==> src/rtl/eth_10g_block_lock_ctrl.sv <==
// 64b/66b block-lock controller for a GTX RX lane: hunts for sync-header alignment
// by pulsing RXSLIP, then monitors header errors per window while locked.
module eth_10g_block_lock_ctrl #(
  parameter int unsigned LOCK_COUNT       = 64,
  parameter int unsigned WINDOW_LEN       = 64,
  parameter int unsigned INVALID_LIMIT    = 16,
  parameter int unsigned SLIP_WAIT_CYCLES = 32,
  parameter int unsigned CNT_WIDTH        = 16
) (
  input  logic                 i_clk,
  input  logic                 i_rst,
  input  logic                 i_enable,
  input  logic [1:0]           i_rxheader,
  input  logic                 i_rxheader_valid,
  input  logic                 i_clear_counts,
  output logic                 o_rxslip,
  output logic                 o_block_lock,
  output logic [CNT_WIDTH-1:0] o_slip_count,
  output logic [CNT_WIDTH-1:0] o_err_count
);

  localparam int unsigned SH_W  = $clog2(LOCK_COUNT + 1);
  localparam int unsigned WIN_W = $clog2(WINDOW_LEN + 1);
  localparam int unsigned INV_W = $clog2(INVALID_LIMIT + 1);
  localparam int unsigned WT_W  = $clog2(SLIP_WAIT_CYCLES + 1);

  typedef enum logic [1:0] {
    HUNT,
    SLIP,
    SLIP_WAIT,
    LOCKED
  } state_t;

  state_t           state, state_nxt;
  logic [SH_W-1:0]  sh_cnt, sh_nxt;
  logic [WIN_W-1:0] win_cnt, win_nxt;
  logic [INV_W-1:0] inv_cnt, inv_nxt;
  logic [WT_W-1:0]  wait_cnt, wait_nxt;
  logic             slip_inc, err_inc;
  logic             hdr_good;

  assign hdr_good = i_rxheader[1] ^ i_rxheader[0];

  always_comb begin
    state_nxt = state;
    sh_nxt    = sh_cnt;
    win_nxt   = win_cnt;
    inv_nxt   = inv_cnt;
    wait_nxt  = wait_cnt;
    slip_inc  = 1'b0;
    err_inc   = 1'b0;
    if (!i_enable) begin
      state_nxt = HUNT;
      sh_nxt    = '0;
      win_nxt   = '0;
      inv_nxt   = '0;
      wait_nxt  = '0;
    end else begin
      case (state)
        HUNT: begin
          if (i_rxheader_valid) begin
            if (!hdr_good) begin
              state_nxt = SLIP;
              slip_inc  = 1'b1;
              sh_nxt    = '0;
            end else if (sh_cnt == SH_W'(LOCK_COUNT - 1)) begin
              state_nxt = LOCKED;
              sh_nxt    = '0;
              win_nxt   = '0;
              inv_nxt   = '0;
            end else begin
              sh_nxt = sh_cnt + 1'b1;
            end
          end
        end
        SLIP: begin
          state_nxt = SLIP_WAIT;
          wait_nxt  = WT_W'(SLIP_WAIT_CYCLES - 1);
        end
        SLIP_WAIT: begin
          if (wait_cnt == '0) begin
            state_nxt = HUNT;
            sh_nxt    = '0;
          end else begin
            wait_nxt = wait_cnt - 1'b1;
          end
        end
        LOCKED: begin
          if (i_rxheader_valid) begin
            err_inc = !hdr_good;
            // Loss of lock wins over a coincident window end.
            if (!hdr_good && inv_cnt == INV_W'(INVALID_LIMIT - 1)) begin
              state_nxt = SLIP;
              slip_inc  = 1'b1;
              win_nxt   = '0;
              inv_nxt   = '0;
            end else if (win_cnt == WIN_W'(WINDOW_LEN - 1)) begin
              win_nxt = '0;
              inv_nxt = '0;
            end else begin
              win_nxt = win_cnt + 1'b1;
              inv_nxt = inv_cnt + INV_W'(!hdr_good);
            end
          end
        end
        default: state_nxt = HUNT;
      endcase
    end
  end

  always_ff @(posedge i_clk) begin
    if (i_rst) begin
      state        <= HUNT;
      sh_cnt       <= '0;
      win_cnt      <= '0;
      inv_cnt      <= '0;
      wait_cnt     <= '0;
      o_rxslip     <= 1'b0;
      o_block_lock <= 1'b0;
      o_slip_count <= '0;
      o_err_count  <= '0;
    end else begin
      state        <= state_nxt;
      sh_cnt       <= sh_nxt;
      win_cnt      <= win_nxt;
      inv_cnt      <= inv_nxt;
      wait_cnt     <= wait_nxt;
      o_rxslip     <= (state_nxt == SLIP);
      o_block_lock <= (state_nxt == LOCKED);
      if (i_clear_counts)
        o_slip_count <= '0;
      else if (slip_inc && o_slip_count != '1)
        o_slip_count <= o_slip_count + 1'b1;
      if (i_clear_counts)
        o_err_count <= '0;
      else if (err_inc && o_err_count != '1)
        o_err_count <= o_err_count + 1'b1;
    end
  end

endmodule

==> config.mk <==
export PLATFORM = sky130hd
export DESIGN_NAME = eth_10g_block_lock_ctrl
export DESIGN_NICKNAME = d
export VERILOG_FILES = /design/src/rtl/eth_10g_block_lock_ctrl.sv
export SDC_FILE = /design/constraint.sdc
export NUM_CORES = 1
export LEC_CHECK = 0
export CORE_UTILIZATION = 48
export DETAILED_ROUTE_END_ITERATION = 10
export PLACE_DENSITY = 0.71
export REMOVE_ABC_BUFFERS = 1
export SLEW_MARGIN = 20
export SYNTH_ARGS = -nofsm -noshare
export SYNTH_HDL_FRONTEND = slang
export SYNTH_SLANG_ARGS = --single-unit
export TNS_END_PERCENT = 1
==> constraint.sdc <==
create_clock -name i_clk -period 7.35 [get_ports i_clk]
set_input_delay 1.47 -clock i_clk [delete_from_list [all_inputs] [get_ports i_clk]]
set_output_delay 1.47 -clock i_clk [all_outputs]
set_load 0.01 [all_outputs]
; ---- After elaboration in Yosys (flattened, before gate mapping)
; Cells that the tools add are included.
[word_totals]
ff_bits = 61
input_bits = 7
[classes]
mux = 38
n_eq_ne = 16
n_reduce_logical = 14
bitwise = 2
addsub = 6
[op_table]
columns = operator, count
row1 = 7-bit 2-to-1 mux, 10
row2 = 16-bit by 1-bit adder with 16-bit output (second input constant), 2
row3 = 16-bit != test (second input constant), 2
row4 = 5-bit 2-to-1 mux, 6
row5 = 7-bit case mux with 2 select lines, 2
row6 = 7-bit by 1-bit adder with 7-bit output (second input constant), 2
row7 = 7-bit by 6-bit == test with 1-bit output (second input constant), 2
row8 = 2-bit 2-to-1 mux, 7
row9 = 2-bit != test (second input constant), 6
row10 = 6-bit case mux with 2 select lines, 1
row11 = 5-bit case mux with 2 select lines, 1
row12 = 1-bit 2-to-1 mux, 8
row13 = 2-bit case mux with 4 select lines, 1
row14 = 2-bit == test (second input constant), 3
row15 = 6-bit zero test, 1
row16 = 6-bit 2-to-1 mux, 1
row17 = 2-bit nonzero test, 3
row18 = 6-bit by 1-bit subtractor with 6-bit output (second input constant), 1
row19 = 5-bit by 1-bit adder with 5-bit output, 1
row20 = 5-bit by 4-bit == test with 1-bit output (second input constant), 1
row21 = 5-bit AND reduction, 1
row22 = 2-bit by 1-bit == test with 1-bit output (second input constant), 2
row23 = 2-bit OR reduction, 2
row24 = 1-bit logical AND, 3
row25 = other kinds (7), 7

; ---- Longest topological paths before layout
[depth]
ltp_word = 8
ltp_mapped = 9

; ---- Least setup slack after synthesis
; OpenSTA, ideal clock, no wires.
[synth_path]
path_kind = input to register
startpoint = input port i_rxheader_valid
endpoint = register inv_cnt[3]
path_buffers = 2
path_stages = 7
setup_time_ns = 0.062
setup_slack_ns = 3.945
arrival_time_ns = 3.343
path_cell_list = clkbuf_1 nand2_1 o41a_1 or3_1 buf_2 or4_1 nand3_1
[synth_via]
elab_chain_cells = 2
elab_cells_between_ends = 3
[synth_lines]
columns = element, line
row1 = from (decl), 14  ; input logic i_rxheader_valid,
row2 = 2-bit != test (no line), --
row3 = 5-bit AND reduction (no line) *, --
row4 = to (signal assigned), 126  ; inv_cnt <= inv_nxt;
row5 = to (decl), 37  ; logic [INV_W-1:0] inv_cnt, inv_nxt;
; Every way passes the cells marked *; elsewhere a longest branch is shown, timed or not.
; A chain may end at the register's enable or synchronous reset.

; ---- Worst setup path in the final report
[layout_path]
startpoint = input port i_rxheader[1]
endpoint = register inv_cnt[3]
[layout_via]
elab_chain_cells = 7
elab_cells_between_ends = 10
[layout_lines]
columns = element, line
row1 = from (decl), 13  ; input logic [1:0] i_rxheader,
row2 = 1-bit bitwise XOR *, 42  ; assign hdr_good = i_rxheader[1] ^ i_rxheader[0];
row3 = 1-bit zero test, "92, 102"
row4 = 5-bit by 1-bit adder with 5-bit output, 102  ; inv_nxt = inv_cnt + INV_W'(!hdr_good);
row5 = 5-bit 2-to-1 mux, 97  ; end else if (win_cnt == WIN_W'(WINDOW_LEN - 1)) begin
row6 = 5-bit 2-to-1 mux, 92  ; if (!hdr_good && inv_cnt == INV_W'(INVALID_LIMIT - 1)) begin
row7 = 5-bit 2-to-1 mux, 89  ; if (i_rxheader_valid) begin
row8 = 5-bit case mux with 2 select lines, 59  ; case (state)
; Every way passes the cells marked *; elsewhere a longest branch is shown, timed or not. The select of a mux whose other input is x is not followed.

==> impl_metrics.yaml <==
floorplan:
  die-width_um: 82.8
  floorplan.io_pins: 41
  initial_util_pct: 49.7
  die_h_um: 82.8
  fp.dieArea_mm2: 0.00686
  floorplan.core_area_mm2: 0.00631
  row_count: 29
setup_path:
  flop_to_flop_setup_slack_ns: 4.47
  ff_to_ff_end: "inv_cnt[3]$_SDFFE_PP0P_"
  critical_path_cell_count: 7
  setup.worst_path.end: "inv_cnt[3]$_SDFFE_PP0P_"
  timing_worst_setup_path_type: "in2reg"
  worst-r2r-cell-count: 7
  crit_fanout: 14
  crit_path_end_kind: "flip-flop"
  critPathMaxStageDelay_ns: 0.63
  critical_path.startpoint: "i_rxheader[1]"
  timing.critical_path.arrival_ns: 4.26
  crit-reg2reg-launch: "state[0]$_SDFF_PP0_"
  cp_top_family: "simple AND/OR/NAND/NOR gates"
  critPathLaunchType: "input pin"
  critical_path.n_buffers_inverters: 2
  cp.required_ns: 7.63
  crit_path_cell_trace: "clkdlybuf4s50_1 -> xor2_2 -> inv_2 -> o41a_1 -> or3_1 -> or4_1 -> nand3_1"
  crit_path_top_delay_cell: "o41a_1"
route:
  drt-initial-drc-count: 112
  final_antenna_net_count: 0
  route.vias.total: 2928
  remaining_drc_errors: 0
  avgRoutedWirePerCell_um: 13.8
  finalWirelength_um: 6930
  first_pass_iters: 4
  detail_route.vias_per_cell: 5.82
run_status:
  run_status: "complete, no violations"
clocking:
  clk_latency_ns: 0.34
  master_cell_of_the_clock_root_buffer: "clkbuf_8"
  hold_buffers: 0
  cts_setup_buffers: 0
  cts_sinks: 61
  cts_tree: "done"
  postCtsResizedCells: 0
  cts_buffers: 9
  clkTransAtPathRegs_ns: 0.07
  cts-root-to-sink-buffers: 2
  cts-htree-levels: 3
yosys:
  number_of_enable_flip_flop_cells_after_synthesis: 0
  postSynthAreaPerCell_um2: 8.17
  synth-seq-cells: 61
  postSynth.asyncResetShare_pct: 0
  yosys_warnings: 0
  synth_largest_type_area_fraction_pct: 38.9
  syn_inst: 384
  synth_flop_cell: "dfxtp_1"
  ys_top_cells_by_area: "dfxtp_1 (39%), nand3_1 (5.6%), ha_1 (5.2%), nor2_1 (4.7%), or4_1 (4.1%)"
  yosysTopAreaCell: "dfxtp_1"
  synth-seq-area-share_pct: 38.9
  yosys.cell_types.count: 46
  synthesis.area_mm2: 0.00314
timing:
  final.setup_skew_ns: 0.00900
  setup_violations_final: 0
  slew-limit-headroom_pct: 45.4
  fmax_ghz: 0.252
  hold_viol_final: 0
  finalWorstSetupSlack_ns: 3.38
  finalHoldWorstSlack_ns: 0.447
  grt_setup_unrepaired: "no"
  layout_min_cycle_time_ns: 3.97
  setup_tns_ns: 0
  tightest_slew_ns: 0.812
  period_utilization_post_route_pct: 54.1
  finalMaxSlewViolations: 0
finish:
  layout.cells.most_common: "dfxtp_1"
  share_of_post_route_cells_with_drive_strength_above_1_pct: 6.34
  num-fill-cells: 580
  final_cell_mix: "dfxtp_1 (61), clkdlybuf4s50_1 (40), nor2_1 (39), nand3_1 (35), nand2_1 (31)"
  area_growth_syn_to_layout_pct: 20.0
  non_filler_cells_final: 503
  antenna_cells: 0
  final_nets: 441
power:
  seq_power_share_pct: 52.6
  power.share.clock_pct: 42.2
  intPower_mw: 0.482
  worst_ir_drop_vdd_mv: 0.121
  powerDensity_mw_per_mm2: 169
  cellLeakagePower_nw: 1.21
  post-layout-total-power_mw: 0.635
  power_switching_mw: 0.153
  swShare_pct: 24.0
  power_frac_comb_pct: 5.2
global_routing:
  global_route.usage.total_pct: 21.2
  grt_first_pass_wirelength_um: 11800
  via_count_of_the_first_global_routing_pass: 2575
  grt_remaining_overflow: 0
  antenna_violations_before_repair: 0
  largest_net_degree_at_the_start_of_global_routing: 30
place:
  final_hpwl_dp_um: 4870
  buffer_ports.inserted: 40
  gp_routability_congestion: 0.834
  dpl_worst_slack_ns: 3.02
  numPlacedInstances: 487
hold_path:
  hold_class: "reg2reg"
job:
  drv.max_cap_violation_count: 0
## power by group through the flow
stage          Clock (mW)  Combinational [mW]  Sequential (mW)
2_1_floorplan           0              0.0199            0.341
3_3_place_gp            0              0.0321            0.341
3_5_place_dp            0              0.0326            0.341
4_1_cts             0.276              0.0328            0.334
5_1_grt             0.292              0.0374            0.334
6_report            0.268              0.0329            0.334
## worst min path at each step
stage	from	endpoint	cells past startpoint
5_1_grt	sh_cnt[6]$_SDFFE_PP0P_	sh_cnt[6]$_SDFFE_PP0P_	1
2_1_floorplan	sh_cnt[6]$_SDFFE_PP0P_	sh_cnt[6]$_SDFFE_PP0P_	1
3_5_place_dp	sh_cnt[6]$_SDFFE_PP0P_	sh_cnt[6]$_SDFFE_PP0P_	1
6_report	sh_cnt[6]$_SDFFE_PP0P_	sh_cnt[6]$_SDFFE_PP0P_	1
4_1_cts	sh_cnt[6]$_SDFFE_PP0P_	sh_cnt[6]$_SDFFE_PP0P_	1
3_3_place_gp	sh_cnt[6]$_SDFFE_PP0P_	sh_cnt[6]$_SDFFE_PP0P_	1
## stage by stage
stage | instance area, um2 | utilization, %
4_1_cts | 3760 | 59.6
3_3_place_gp | 3580 | 56.7
2_1_floorplan | 3080 | -
3_5_place_dp | 3580 | 56.7
5_1_grt | 3760 | 59.6
6_report | 3760 | 59.6
## logic make-up after synthesis
group           share of synthesized area, %
compound gates                          14.4
fa+ha+maj                               5.19
buf+inv                                 3.51
xor+xnor                                5.55
mux                                    0.359
simple gates                            32.0
flops                                   38.9
## sequential cells by signal, indices dropped and copies added, names as in the netlist
signal        flops
o_err_count      16
wait_cnt          6
o_rxslip          1
win_cnt           7
o_block_lock      1
sh_cnt            7
o_slip_count     16
inv_cnt           5
state             2
## area by class of cell
cell class	instances	area (um2)	area share (%)
inverters	14	52.6	1.40
flip-flops and latches	61	1220	32.5
repair buffers	41	408	10.8
clock inverters	4	22.5	0.599
clock buffers	12	155	4.12
well taps	77	96.3	2.56
multi-input cells	294	1810	48.0
## layer usage
layer,routed length (um),vias up,global-route usage (%)
met2,3120,61,33.3
met5,0,-,0
met1,3320,1364,27.2
met4,170,0,10.7
met3,314,15,4.87
li1,-,1488,-
## synthesized netlist by cell type, types with 2 or more instances
master / number
a211oi_1: 4
a21oi_1: 21
a311oi_1: 2
a31oi_1: 4
and3_1: 2
clkbuf_1: 13
dfxtp_1: 61
ha_1: 13
inv_1: 13
nand2_1: 31
nand2b_1: 3
nand3_1: 35
nand3b_1: 4
nand4_1: 15
nor2_1: 39
nor2b_1: 4
nor3_1: 9
nor3b_1: 2
nor4_1: 8
nor4b_1: 3
o211a_1: 2
o211ai_1: 7
o21ai_0: 19
o311ai_0: 3
o31ai_1: 3
o41ai_1: 2
or2_2: 5
or3_1: 6
or3b_1: 2
or4_1: 17
xnor2_1: 13
xor2_1: 5
No activity file was read; power rests on OpenSTA's default activity.
